**config.mk**
```make
export PLATFORM = sky130hd
export DESIGN_NAME = ddr3_dfi_rdcap_flat
export DESIGN_NICKNAME = d
export VERILOG_FILES = /design/src/rtl/ddr3_dfi_rdcap_if.sv /design/src/rtl/ddr3_dfi_rdcap.sv /design/src/flat_wrapper.sv
export SDC_FILE = /design/constraint.sdc
export NUM_CORES = 1
export LEC_CHECK = 0
export ABC_AREA = 1
export CAP_MARGIN = 20
export CORE_MARGIN = 4
export CORE_UTILIZATION = 33
export CTS_CLUSTER_SIZE = 40
export DETAILED_ROUTE_END_ITERATION = 7
export PLACE_DENSITY = 0.51
export SYNTH_ARGS = -nofsm -noshare
export SYNTH_HDL_FRONTEND = slang
export SYNTH_SLANG_ARGS = --single-unit
```
**constraint.sdc**
```tcl
create_clock -name clk_i -period 13.3 [get_ports clk_i]
set_clock_uncertainty 0.2 [all_clocks]
set_input_delay 2.66 -clock clk_i [delete_from_list [all_inputs] [get_ports clk_i]]
set_output_delay 2.66 -clock clk_i [all_outputs]
set_load 0.005 [all_outputs]
```
**src/rtl/ddr3_dfi_rdcap_if.sv**
```systemverilog
// ddr3_dfi_rdcap_if: read-capture bus (issue side, DFI read return, assembled word out); master drives issue/DFI data, slave is the capture block
interface ddr3_dfi_rdcap_if;
  logic rd_issue_i;
  logic rd_partial_i;
  logic [2:0] rd_beats_i;
  logic accept_o;
  logic dfi_rddata_en_o;
  logic [31:0] dfi_rddata_i;
  logic dfi_rddata_valid_i;
  logic rddata_valid_o;
  logic [127:0] rddata_o;
  logic [2:0] rddata_beats_o;
  logic rddata_timeout_o;
  logic stray_o;
  logic busy_o;
  modport master (
    output rd_issue_i, rd_partial_i, rd_beats_i, dfi_rddata_i, dfi_rddata_valid_i,
    input accept_o, dfi_rddata_en_o, rddata_valid_o, rddata_o, rddata_beats_o, rddata_timeout_o, stray_o, busy_o
  );
  modport slave (
    input rd_issue_i, rd_partial_i, rd_beats_i, dfi_rddata_i, dfi_rddata_valid_i,
    output accept_o, dfi_rddata_en_o, rddata_valid_o, rddata_o, rddata_beats_o, rddata_timeout_o, stray_o, busy_o
  );
endinterface

```
**src/rtl/ddr3_dfi_rdcap.sv**
```systemverilog
// ddr3_dfi_rdcap: DDR3 DFI read capture; ports clk_i, rst_i (async high), bus (issue/accept, dfi_rddata_en/data/valid, 128-bit word out, timeout, stray, busy)
module ddr3_dfi_rdcap #(
  parameter int DDR_READ_LATENCY = 4,
  parameter int QUEUE_DEPTH = 4,
  parameter int TIMEOUT = 64
) (
  input logic clk_i,
  input logic rst_i,
  ddr3_dfi_rdcap_if.slave bus
);
  localparam int AW = $clog2(QUEUE_DEPTH);
  localparam int CW = AW + 1;
  localparam int TW = $clog2(TIMEOUT) + 1;
  localparam int SW = DDR_READ_LATENCY + 3;
  typedef enum logic [1:0] {IDLE, COLLECT, EMIT} state_t;
  state_t state, state_n;
  logic [CW-1:0] count;
  logic [AW-1:0] wr_ptr, rd_ptr;
  logic [2:0] mem [QUEUE_DEPTH];
  logic [SW-1:0] sr;
  logic [127:0] word_q, word_n, rd_data;
  logic [2:0] idx, idx_n, idx_c, beats, head_n, rd_beats;
  logic [TW-1:0] tmr, tmr_n;
  logic [3:0] mask;
  logic accept, push, pop, more, cap, carry, done, tmo, rd_valid, rd_to, stray, valid;
  assign valid = bus.dfi_rddata_valid_i;
  assign accept = count < CW'(QUEUE_DEPTH);
  assign push = bus.rd_issue_i & accept;
  assign pop = state == EMIT;
  assign more = count > CW'(1);
  assign beats = (!bus.rd_partial_i || bus.rd_beats_i == 3'd0 || bus.rd_beats_i > 3'd4) ? 3'd4 : bus.rd_beats_i;
  assign mask = 4'b1111 >> (3'd4 - beats);
  assign head_n = mem[rd_ptr];
  assign cap = state == COLLECT && valid && idx < head_n;
  assign idx_c = idx + {2'b0, cap};
  assign done = idx_c >= head_n;
  assign tmo = tmr == TW'(TIMEOUT - 1);
  assign carry = state == EMIT && more && valid;
  always_ff @(posedge clk_i or posedge rst_i)
    if (rst_i) state <= IDLE;
    else state <= state_n;
  always_comb
    state_n = state == IDLE ? (count != '0 ? COLLECT : IDLE) :
              state == COLLECT ? (done || tmo ? EMIT : COLLECT) :
              (more ? COLLECT : IDLE);
  always_comb begin
    word_n = word_q;
    idx_n = idx;
    tmr_n = tmr;
    case (state)
      IDLE: begin
        word_n = '0;
        idx_n = '0;
        tmr_n = '0;
      end
      COLLECT: begin
        if (cap) word_n[idx[1:0]*32 +: 32] = bus.dfi_rddata_i;
        idx_n = idx_c;
        tmr_n = tmr + 1'b1;
      end
      default: begin
        word_n = carry ? {96'd0, bus.dfi_rddata_i} : '0;
        idx_n = {2'b0, carry};
        tmr_n = '0;
      end
    endcase
  end
  always_ff @(posedge clk_i or posedge rst_i)
    if (rst_i) begin
      count <= '0;
      wr_ptr <= '0;
      rd_ptr <= '0;
      sr <= '0;
      word_q <= '0;
      idx <= '0;
      tmr <= '0;
      rd_valid <= 1'b0;
      rd_data <= '0;
      rd_beats <= '0;
      rd_to <= 1'b0;
      stray <= 1'b0;
    end else begin
      count <= count + CW'(push) - CW'(pop);
      wr_ptr <= wr_ptr + AW'(push);
      rd_ptr <= rd_ptr + AW'(pop);
      sr <= (sr >> 1) | (push ? SW'(mask) << (DDR_READ_LATENCY - 1) : '0);
      word_q <= word_n;
      idx <= idx_n;
      tmr <= tmr_n;
      rd_valid <= state == COLLECT && state_n == EMIT;
      if (state == COLLECT && state_n == EMIT) begin
        rd_data <= word_n;
        rd_beats <= idx_n;
        rd_to <= !done;
      end
      stray <= valid && (count == '0 || (state == EMIT && !more));
    end
  always_ff @(posedge clk_i)
    if (push) mem[wr_ptr] <= beats;
  assign bus.accept_o = accept;
  assign bus.dfi_rddata_en_o = sr[0];
  assign bus.rddata_valid_o = rd_valid;
  assign bus.rddata_o = rd_data;
  assign bus.rddata_beats_o = rd_beats;
  assign bus.rddata_timeout_o = rd_to;
  assign bus.stray_o = stray;
  assign bus.busy_o = count != '0 || sr != '0;
endmodule

```
**src/flat_wrapper.sv**
```systemverilog
// flat-port wrapper written by rule: the top's interface ports become plain ports
module ddr3_dfi_rdcap_flat 
#(
  parameter int DDR_READ_LATENCY = 4,
  parameter int QUEUE_DEPTH = 4,
  parameter int TIMEOUT = 64
)
  (clk_i, rst_i, bus_rd_issue_i, bus_rd_partial_i, bus_rd_beats_i, bus_dfi_rddata_i, bus_dfi_rddata_valid_i, bus_accept_o, bus_dfi_rddata_en_o, bus_rddata_valid_o, bus_rddata_o, bus_rddata_beats_o, bus_rddata_timeout_o, bus_stray_o, bus_busy_o);
  ddr3_dfi_rdcap_if bus_i ();
  input logic clk_i;
  input logic rst_i;
  input wire logic [$bits(bus_i.rd_issue_i)-1:0] bus_rd_issue_i;
  input wire logic [$bits(bus_i.rd_partial_i)-1:0] bus_rd_partial_i;
  input wire logic [$bits(bus_i.rd_beats_i)-1:0] bus_rd_beats_i;
  input wire logic [$bits(bus_i.dfi_rddata_i)-1:0] bus_dfi_rddata_i;
  input wire logic [$bits(bus_i.dfi_rddata_valid_i)-1:0] bus_dfi_rddata_valid_i;
  output wire logic [$bits(bus_i.accept_o)-1:0] bus_accept_o;
  output wire logic [$bits(bus_i.dfi_rddata_en_o)-1:0] bus_dfi_rddata_en_o;
  output wire logic [$bits(bus_i.rddata_valid_o)-1:0] bus_rddata_valid_o;
  output wire logic [$bits(bus_i.rddata_o)-1:0] bus_rddata_o;
  output wire logic [$bits(bus_i.rddata_beats_o)-1:0] bus_rddata_beats_o;
  output wire logic [$bits(bus_i.rddata_timeout_o)-1:0] bus_rddata_timeout_o;
  output wire logic [$bits(bus_i.stray_o)-1:0] bus_stray_o;
  output wire logic [$bits(bus_i.busy_o)-1:0] bus_busy_o;
  assign bus_i.rd_issue_i = bus_rd_issue_i;
  assign bus_i.rd_partial_i = bus_rd_partial_i;
  assign bus_i.rd_beats_i = bus_rd_beats_i;
  assign bus_i.dfi_rddata_i = bus_dfi_rddata_i;
  assign bus_i.dfi_rddata_valid_i = bus_dfi_rddata_valid_i;
  assign bus_accept_o = bus_i.accept_o;
  assign bus_dfi_rddata_en_o = bus_i.dfi_rddata_en_o;
  assign bus_rddata_valid_o = bus_i.rddata_valid_o;
  assign bus_rddata_o = bus_i.rddata_o;
  assign bus_rddata_beats_o = bus_i.rddata_beats_o;
  assign bus_rddata_timeout_o = bus_i.rddata_timeout_o;
  assign bus_stray_o = bus_i.stray_o;
  assign bus_busy_o = bus_i.busy_o;
  ddr3_dfi_rdcap #(.DDR_READ_LATENCY(DDR_READ_LATENCY), .QUEUE_DEPTH(QUEUE_DEPTH), .TIMEOUT(TIMEOUT)) u_core (.clk_i(clk_i), .rst_i(rst_i), .bus(bus_i));
endmodule
```
# Word-level counts from Yosys, hierarchy flattened
# Memory sizes are Yosys's and may differ from the RTL's.
# Cells that the tools add are included.
# W data, S select, Z words.
# totals
regBits	288
mem_bits_rw	12
word_cells	71
n_memories	1
# classes
addsub	8
order_cmp	5
eq_ne	4
shift	3
n_mux	15
bitwise_logic	2
reduce_logical	20
# memory_table
name	depth	width	rd	rd_ports_with_merged_regs	write_ports	line	rtl
u_core.mem	4	3	1	0	1	ddr3_dfi_rdcap.sv:19	logic [2:0] mem [QUEUE_DEPTH];
# op_table
operator	n
$pmux W128 S2	1
$bwmux W128	1
$mux W128	1
$shift A32 B34 Y128 const A	1
$shiftx A32 B34 Y128	1
$neg A7 Y34	1
$mux W32	1
$mux W7	2
$add A7 B1 Y7 const B	1
$eq A7 B6 Y1 const B	1
$logic_and A1 B1 Y1	7
$or A6 B7 Y7	1
$reduce_bool A7 Y1	1
$add A3 B1 Y3	2
$logic_not A3 Y1	2
$mux W2	3
$pmux W3 S2	1
$logic_or A1 B1 Y1	5
$add A2 B1 Y2	2
$eq A2 B2 Y1 const B	2
$mux W1	4
$shr A4 B3 Y4 const A	1
$ge A3 B3 Y1	1
$gt A3 B1 Y1 const B	1
other kinds (11)	13

# Depth between registers and ports, before layout
# Gate-level depths: netlist (run 1).
# depth
depth_word	11
ltp_mapped	23
mapped_depth_nobuf	20

# Worst setup path before layout (run 1)
# Ideal clock, no wire load.
# synth_path
kind	input-to-reg
start	in bus_dfi_rddata_valid_i
end	reg u_core.rd_data[100] (netlist: u_core.bus.rddata_o[100])
setup_ps	118
t_arrival_ps	5083
t_required_ps	12982
path_slack_ps	7899
stages	18
path_buffers	3
cell_sequence	inv_1 nor2_4 nand2_2 inv_2 buf_2 ha_1 ha_1 xnor2_1 inv_1 ha_1 a21oi_1 o211ai_1 o21ai_0 inv_1 buf_2 clkbuf_1 nand3_1 nand2_1
# synth_between
elab_chain_cells	10
word_cells_on_any_way	12
cone_classes	1 x add/sub; 1 x order compare; 1 x eq/ne; 5 x mux; 4 x reduce/logical
# synth_lines
element	line	rtl
start: declaration	flat_wrapper.sv:16	input wire logic [$bits(bus_i.dfi_rddata_valid_i)-1:0] bus_dfi_rddata_valid_i;
$logic_and A1 B1 Y1 * (2 in series)	ddr3_dfi_rdcap.sv:34	assign cap = state == COLLECT && valid && idx < head_n;
$add A3 B1 Y3	ddr3_dfi_rdcap.sv:35	assign idx_c = idx + {2'b0, cap};
$ge A3 B3 Y1	ddr3_dfi_rdcap.sv:36	assign done = idx_c >= head_n;
$logic_or A1 B1 Y1	ddr3_dfi_rdcap.sv:44	state == COLLECT ? (done || tmo ? EMIT : COLLECT) :
$mux W2 (2 in series)	ddr3_dfi_rdcap.sv:44	
$mux W2	ddr3_dfi_rdcap.sv:43	state_n = state == IDLE ? (count != '0 ? COLLECT : IDLE) :
$eq A2 B2 Y1	ddr3_dfi_rdcap.sv:91	if (state == COLLECT && state_n == EMIT) begin
$logic_and A1 B1 Y1	ddr3_dfi_rdcap.sv:91	
end signal: assignment	ddr3_dfi_rdcap.sv:92	rd_data <= word_n;
end: declaration	ddr3_dfi_rdcap.sv:21	logic [127:0] word_q, word_n, rd_data;
# Mark *: on every way between the ends. The rest lies on a longest branch, timed or not.
# A chain may end at the register's enable or synchronous reset.

# Final worst setup path (run 1)
# layout_path
start	in bus_dfi_rddata_valid_i
end	reg u_core.rd_data[51] (netlist: u_core.bus.rddata_o[51])
# The elaborated chain is that of the path after synthesis.

==> reports/qor.csv, run 1 <==
stage,metric,value,unit
sta,slew_violations,0,
die,num_rows,77,
clock_tree,root_buffer,clkbuf_16,
clock_tree,ctsResizeCount,0,
synth,yosys_warnings,0,
critical_path,cp-start-kind,input port,
placed_design,io_buffers,176,
sta,timing.slew.headroom,0.2450,
grt,grt_antenna_before_repair,0,
synth,synth_top_area_share,0.4867,
die,die-area,0.04832,sq mm
routing,routedWlPerCell,17.56,microns
critical_path,worst_ep_arrival_time,8820,ps
critical_path,worst_path_dominant_cell_family,buffers and inverters,
synth,postSynthRegisterBits,300,
final_layout,drive_gt1_frac,0.04424,
final_layout,syn_to_final_growth,23.12,%
sta,whs,173.6,ps
sta,rsz0062_at_grt,false,
final_layout,fin_area,0.01823,sq mm
synth,synth-compound-area-share,0.07250,
synth,ys_top_cells_by_area,"dfrtp_1, nand2_1, nand3_1, a21oi_1, inv_1",
clock_tree,numCtsBuffers,37,
grt,gr-total-overflow,0,
routing,wl_met1,21.95,mm
routing,routed_wirelength,47.30,mm
power,peakVddDrop,0.1278,mV
critical_path,r2r_start,u_core.rd_ptr[0],
synth,yosys.area.top_type,dfrtp_1,
sta,setup_viol,0,
routing,drt_first_pass_iters,7,
critical_path,path_class,in -> reg,
critical_path,path_cells,clkdlybuf4s50_1 > inv_1 > nor2_4 > nand2_4 > inv_2 > buf_4 > ha_1 > ha_1 > xnor2_1 > inv_1 > ha_1 > nand2_1 > o211ai_1 > o21ai_4 > buf_4 > inv_4 > buf_4 > nand3_1 > nand2_1,
critical_path,worst-path-buf-inv,8,
grt,grt_pass1_vias,12590,
synth,yosysUniqueCellTypes,32,
die,io_pins,177,
synth,ys_seq_area_frac,0.5111,
critical_path,crit_path_top_delay_cell,buf_4,
grt,grtUsageTotal,0.1956,
sta,final-hold-violation-count,0,
clock_tree,cts_sinks,300,
placed_design,placed_area,0.01696,sq mm
power,power_density,188.0,mW/mm^2
sta,setup_slack,4751,ps
routing,drtIter0Drc,1102,
sta,worst_pin_slew,1132,ps
routing,wl_met2,21.84,mm
sta,fin_crit,8549,ps
clock_tree,postCtsSetupBuffers,0,
synth,synth_top_family_by_area,simple AND/OR/NAND/NOR gates,
hold_path,hold_start,u_core.sr[2],
die,core,0.04432,sq mm
routing,highest_layer,met4,
die,die_h,219.8,microns
critical_path,crit_fanout,97,
placed_design,place_ws,4174,ps
synth,synth_simple_gate_area_share,0.3231,
routing,vias_per_cell,4.853,
clock_tree,path_clk_slew,50,ps
sta,fmax,117.0,MHz
clock_tree,cts_tree,built,
synth,synth_mux_area_frac,0,
synth,synth_fa_ha_area_frac,0.01910,
synth,syn_area,0.01481,sq mm
grt,grt_max_degree,167,
synth,synth_nets,2030,
clock_tree,htreeDepth,2,
routing,drc,0,
final_layout,n_antenna_cell,0,
synth,synthXorXnorAreaFrac,0.003549,
critical_path,startpoint,bus_dfi_rddata_valid_i,
clock_tree,hold_buffers,0,
die,initial_core_util,0.3341,
placed_design,place_hpwl,30.10,mm
synth,synth.avg_cell_area,7.524,sq um
routing,dr_wl_met3,2.429,mm
clock_tree,clockBufferDepth,3,
placed_design,gp_congestion,0.7909,
final_layout,final_nets,2136,
job,cap_violations,0,
critical_path,crit_path_end_kind,flip-flop,
hold_path,hp-class,reg -> reg,
sta,tns,0,ps
power,leakage,9.253,nW
critical_path,crit_required,13570,ps
grt,grt_pass1_wl,74.44,mm
synth,postSynthCellCount,1968,
clock_tree,insertion_delay,560,ps
critical_path,max_stage_delay,860,ps
run_status,status,finished clean,
routing,antenna_left,0,
die,die_w,219.8,microns
sta,finalCritPeriodShare,0.6428,
routing,num_vias,13070,
==> placed cells by master (no fill, tap or decap), types with 2 or more instances in the layout <==
| cell | synthesis | routed |
|---|---|---|
| nand2_1 | 870 | 870 |
| bufinv_16 | 0 | 2 |
| inv_4 | 0 | 2 |
| nand2_4 | 0 | 2 |
| clkinv_8 | 0 | 2 |
| o21bai_1 | 2 | 2 |
| clkdlybuf4s50_1 | 0 | 176 |
| nand3_1 | 260 | 260 |
| a21oi_1 | 103 | 103 |
| buf_4 | 8 | 13 |
| inv_1 | 128 | 125 |
| clkbuf_16 | 0 | 37 |
| clkbuf_8 | 0 | 11 |
| clkinv_2 | 0 | 6 |
| nor2_4 | 1 | 2 |
| ha_1 | 21 | 21 |
| nand4_1 | 6 | 6 |
| a32o_1 | 2 | 2 |
| nor2_1 | 21 | 19 |
| nor2_2 | 1 | 2 |
| o21ai_0 | 93 | 92 |
| buf_16 | 0 | 2 |
| nor3_1 | 7 | 7 |
| clkbuf_1 | 75 | 7 |
| dfrtp_1 | 288 | 288 |
| edfxtp_1 | 12 | 12 |
| o31ai_1 | 6 | 6 |
| inv_2 | 6 | 5 |
| xor2_1 | 5 | 5 |
==> worst register-to-register path: cells and delay by family (launching register included) <==
family | cells | cell delay (ps)
AOI/OAI and AO/OA | 4 | 780
xor gates and xnor gates | 1 | 150
adders and majority gates | 4 | 1120
buffers and inverters | 7 | 2760
DFF | 1 | 470
and+or+nand+nor | 7 | 1730
==> layer usage <==
layer	GRT usage	vias to the layer above
li1	-	6483
met1	0.2816	6189
met2	0.3049	337
met3	0.03668	65
met4	0.04940	0
met5	0	-
==> cell type report <==
cell class | count | area (sq um)
clock buffer | 55 | 1104
multi-input combinational | 1409 | 6230
inverter | 134 | 515.5
clock inverter | 12 | 138.9
timing repair buffer | 192 | 1934
sequential | 300 | 7567
tap | 592 | 740.7
fill | 4527 | 26090
==> sequential cells by signal, summed over array words and instances (netlist names) <==
signal	cells
u_core.count	3
u_core.tmr	7
u_core.bus.rddata_beats_o	3
u_core.bus.rddata_o	128
u_core.sr	7
u_core.rd_ptr	2
u_core.bus.stray_o	1
u_core.bus.rddata_timeout_o	1
u_core.word_q	128
u_core.state	2
u_core.wr_ptr	2
u_core.idx	3
u_core.mem	12
u_core.bus.rddata_valid_o	1
==> cells in the mapped netlist <==
cell type  instances
and3_1             1
nand2_1          870
edfxtp_1          12
buf_6              1
nand4_1            6
and2_1             1
a21oi_1          103
xnor2_1            1
buf_2             30
buf_4              8
nor2_1            21
nor2_4             1
o21bai_1           2
inv_1            128
nor2_2             1
nor3_2             1
clkbuf_1          75
inv_2              6
a32o_1             2
o21ai_1            1
o21ai_0           93
o31ai_1            6
nand3_1          260
nand2_2            3
buf_1             11
nor4_1             1
xor2_1             5
dfrtp_1          288
o211ai_1           1
nor3_1             7
ha_1              21
fa_1               1
==> final timing paths <==
check                                           to  slack [ps]  depth (start not counted)
max                        u_core.bus.rddata_o[51]        4750                         19
min                                   u_core.sr[1]         170                          0
max reg2reg                u_core.bus.rddata_o[51]        6020                         23
min reg2reg                           u_core.sr[1]         170                          0
max in group asynchronous  u_core.bus.rddata_o[76]        8990                          3
min in group asynchronous  u_core.bus.rddata_o[19]        2440                          2
==> report_power, final <==
part           switching, mW  internal (mW)  leakage [nW]
Combinational          0.942          0.340          4.58
Clock                  0.408          0.616         0.614
Sequential            0.0806           1.04          4.06
Total                   1.43           2.00          9.25
==> cells by family (layout without fill, tap and decap cells) <==
kind of cell | after synthesis | count (layout)
flip-flops | 300 | 300
AO/OA/AOI/OAI | 208 | 208
adder cells (fa/ha/maj) | 22 | 22
XOR/XNOR | 6 | 6
AND/OR/NAND/NOR | 1173 | 1173
buffers and inverters | 259 | 393
==> stage by stage <==
stage | instances | utilization | power, mW
global placement | 2625 | 0.3821 | 2.411
floorplan | 1968 | - | 1.981
finish | 2694 | 0.4114 | 3.427
detailed placement | 2626 | 0.3827 | 2.437
CTS | 2693 | 0.4107 | 3.475
global route | 2694 | 0.4114 | 3.655
(Power assumes the default switching activity.)
==> inputs of run 2 (changes only) <==
--- a/config.mk
+++ b/config.mk
@@ -11,7 +11,7 @@
 export CORE_UTILIZATION = 33
 export CTS_CLUSTER_SIZE = 40
 export DETAILED_ROUTE_END_ITERATION = 7
-export PLACE_DENSITY = 0.51
+export PLACE_DENSITY = 0.53
 export SYNTH_ARGS = -nofsm -noshare
 export SYNTH_HDL_FRONTEND = slang
 export SYNTH_SLANG_ARGS = --single-unit
==> constraint.sdc (replaced) <==
create_clock -name clk_i -period 7.48 [get_ports clk_i]
set_clock_uncertainty 0.2 [all_clocks]
set_input_delay 1.496 -clock clk_i [delete_from_list [all_inputs] [get_ports clk_i]]
set_output_delay 1.496 -clock clk_i [all_outputs]
set_load 0.005 [all_outputs]
==> reports/qor.csv, run 2 (same netlist as run 1, synthesis figures left out) <==
stage,metric,value,unit
run_status,status,finished clean,
critical_path,crit_fanout,47,
routing,antenna_left,0,
placed_design,place_ws,1569,ps
grt,grt_max_degree,172,
die,die-area,0.04832,sq mm
critical_path,max_stage_delay,510,ps
final_layout,drive_gt1_frac,0.04282,
routing,drt_first_pass_iters,6,
final_layout,fin_util,0.4107,
critical_path,cp-start-kind,input port,
grt,top_usage_layer,met2,
final_layout,nFillCells,4528,
sta,fmax,186.4,MHz
critical_path,crit_path_end_kind,flip-flop,
routing,routed_wirelength,48.41,mm
clock_tree,postCtsSetupBuffers,0,
critical_path,path_cells,clkdlybuf4s50_1 > inv_1 > nor2_4 > buf_4 > nand2_4 > inv_2 > ha_1 > ha_1 > xnor2_1 > inv_1 > ha_1 > nand2_1 > o211ai_1 > o21ai_4 > inv_4 > buf_4 > nand3_1 > nand2_1,
sta,rsz0062_at_grt,false,
clock_tree,clockBufferDepth,3,
placed_design,io_buffers,176,
routing,vias_per_cell,4.905,
critical_path,r2r-end,u_core.bus.rddata_o[124],
final_layout,n_antenna_cell,0,
grt,gr-total-overflow,0,
critical_path,worst_ep_arrival_time,5650,ps
critical_path,r2r_start,u_core.rd_ptr[0],
sta,fin_crit,5365,ps
placed_design,gp_congestion,0.7660,
routing,routedWlPerCell,17.97,microns
power,leakage,9.228,nW
power,p_total,6.103,mW
final_layout,final_nets,2138,
grt,grtUsageMet2,0.3128,
clock_tree,ctsResizeCount,0,
hold_path,whs_endpoint,u_core.sr[1],
hold_path,hp-class,reg -> reg,
critical_path,crit_path_top_delay_cell,clkdlybuf4s50_1,
critical_path,reg2reg_depth,21,
clock_tree,path_clk_slew,60,ps
sta,worst_pin_slew,1132,ps
die,initial_core_util,0.3341,
critical_path,reg2reg_slack,2140,ps
clock_tree,cts_sinks,300,
final_layout,syn_to_final_growth,22.93,%
sta,timing.slew.headroom,0.2456,
final_layout,final_cell_mix,"nand2_1, dfrtp_1, nand3_1",
clock_tree,root_buffer,clkbuf_16,
grt,grt_antenna_before_repair,0,
sta,setup_slack,2115,ps
clock_tree,hold_buffers,0,
job,cap_violations,0,
routing,num_vias,13210,
hold_path,holdPathStages,0,
grt,grtUsageTotal,0.2002,
power,power_density,335.3,mW/mm^2
clock_tree,numCtsBuffers,37,
sta,tns,0,ps
grt,use_met1,0.2875,
critical_path,path_class,in -> reg,
die,die_h,219.8,microns
clock_tree,htreeDepth,2,
critical_path,crit_path_frequent_cell,ha_1,
power,peakVddDrop,0.2408,mV
sta,final-hold-violation-count,0,
critical_path,worst-path-buf-inv,7,
final_layout,fin_cells,2694,
clock_tree,cts_tree,built,
routing,drc,0,
clock_tree,insertion_delay,560,ps
routing,drtIter0Drc,1239,
critical_path,worst_path_dominant_cell_family,buffers and inverters,
sta,slew_violations,0,
final_layout,layout_commonest_cell,nand2_1,
hold_path,hold_start,u_core.sr[2],
die,die_w,219.8,microns
grt,grt_pass1_vias,12740,
critical_path,crit_required,7760,ps
sta,setup_viol,0,
die,core,0.04432,sq mm
placed_design,dp.cells,2628,
sta,finalCritPeriodShare,0.7173,
grt,grt_pass1_wl,75.83,mm
die,io_pins,177,
die,num_rows,77,
placed_design,place_hpwl,30.15,mm
grt,met3_usage,0.03406,
[run 2: final cells by class]
type | instances | area, sq um | share of cell area
sequential | 300 | 7567 | 0.4158
multi-input combinational | 1409 | 6230 | 0.3423
timing repair buffer | 194 | 1967 | 0.1081
clock buffer | 56 | 1087 | 0.05974
tap | 592 | 740.7 | 0.04070
inverter | 134 | 511.7 | 0.02812
clock inverter | 9 | 97.59 | 0.005362
[run 2: per-layer routing]
layer,part of all wire,wire length [microns]
met5,0,0
met4,0.026,1246
met3,0.050,2431
met2,0.46,22350
met1,0.46,22380
[run 2: worst max-delay path by stage]
stage | to | start | slack [ps] | cells past startpoint
floorplan | u_core.bus.rddata_beats_o[0] | rst_i | 1960 | 1
global placement | u_core.bus.rddata_o[67] | bus_dfi_rddata_valid_i | 1610 | 18
detailed placement | u_core.bus.rddata_o[124] | bus_dfi_rddata_valid_i | 1570 | 18
CTS | u_core.bus.rddata_o[124] | u_core.rd_ptr[0] | 2080 | 21
global route | u_core.bus.rddata_o[76] | u_core.rd_ptr[0] | 1620 | 21
finish | u_core.bus.rddata_o[124] | bus_dfi_rddata_valid_i | 2110 | 18
[run 2: metrics by stage]
step | area [sq um] | hold WS, ps
floorplan | 14810 | 154.5
global placement | 16990 | 159.8
detailed placement | 16990 | 168.9
CTS | 18170 | 181.6
global route | 18200 | 207.2
finish | 18200 | 178.4
[run 2: power by group]
part / switching (mW) / internal [mW] / leakage (nW)
sequential: 0.134 / 1.85 / 4.06
combinational: 1.72 / 0.615 / 4.59
clock: 0.737 / 1.04 / 0.577
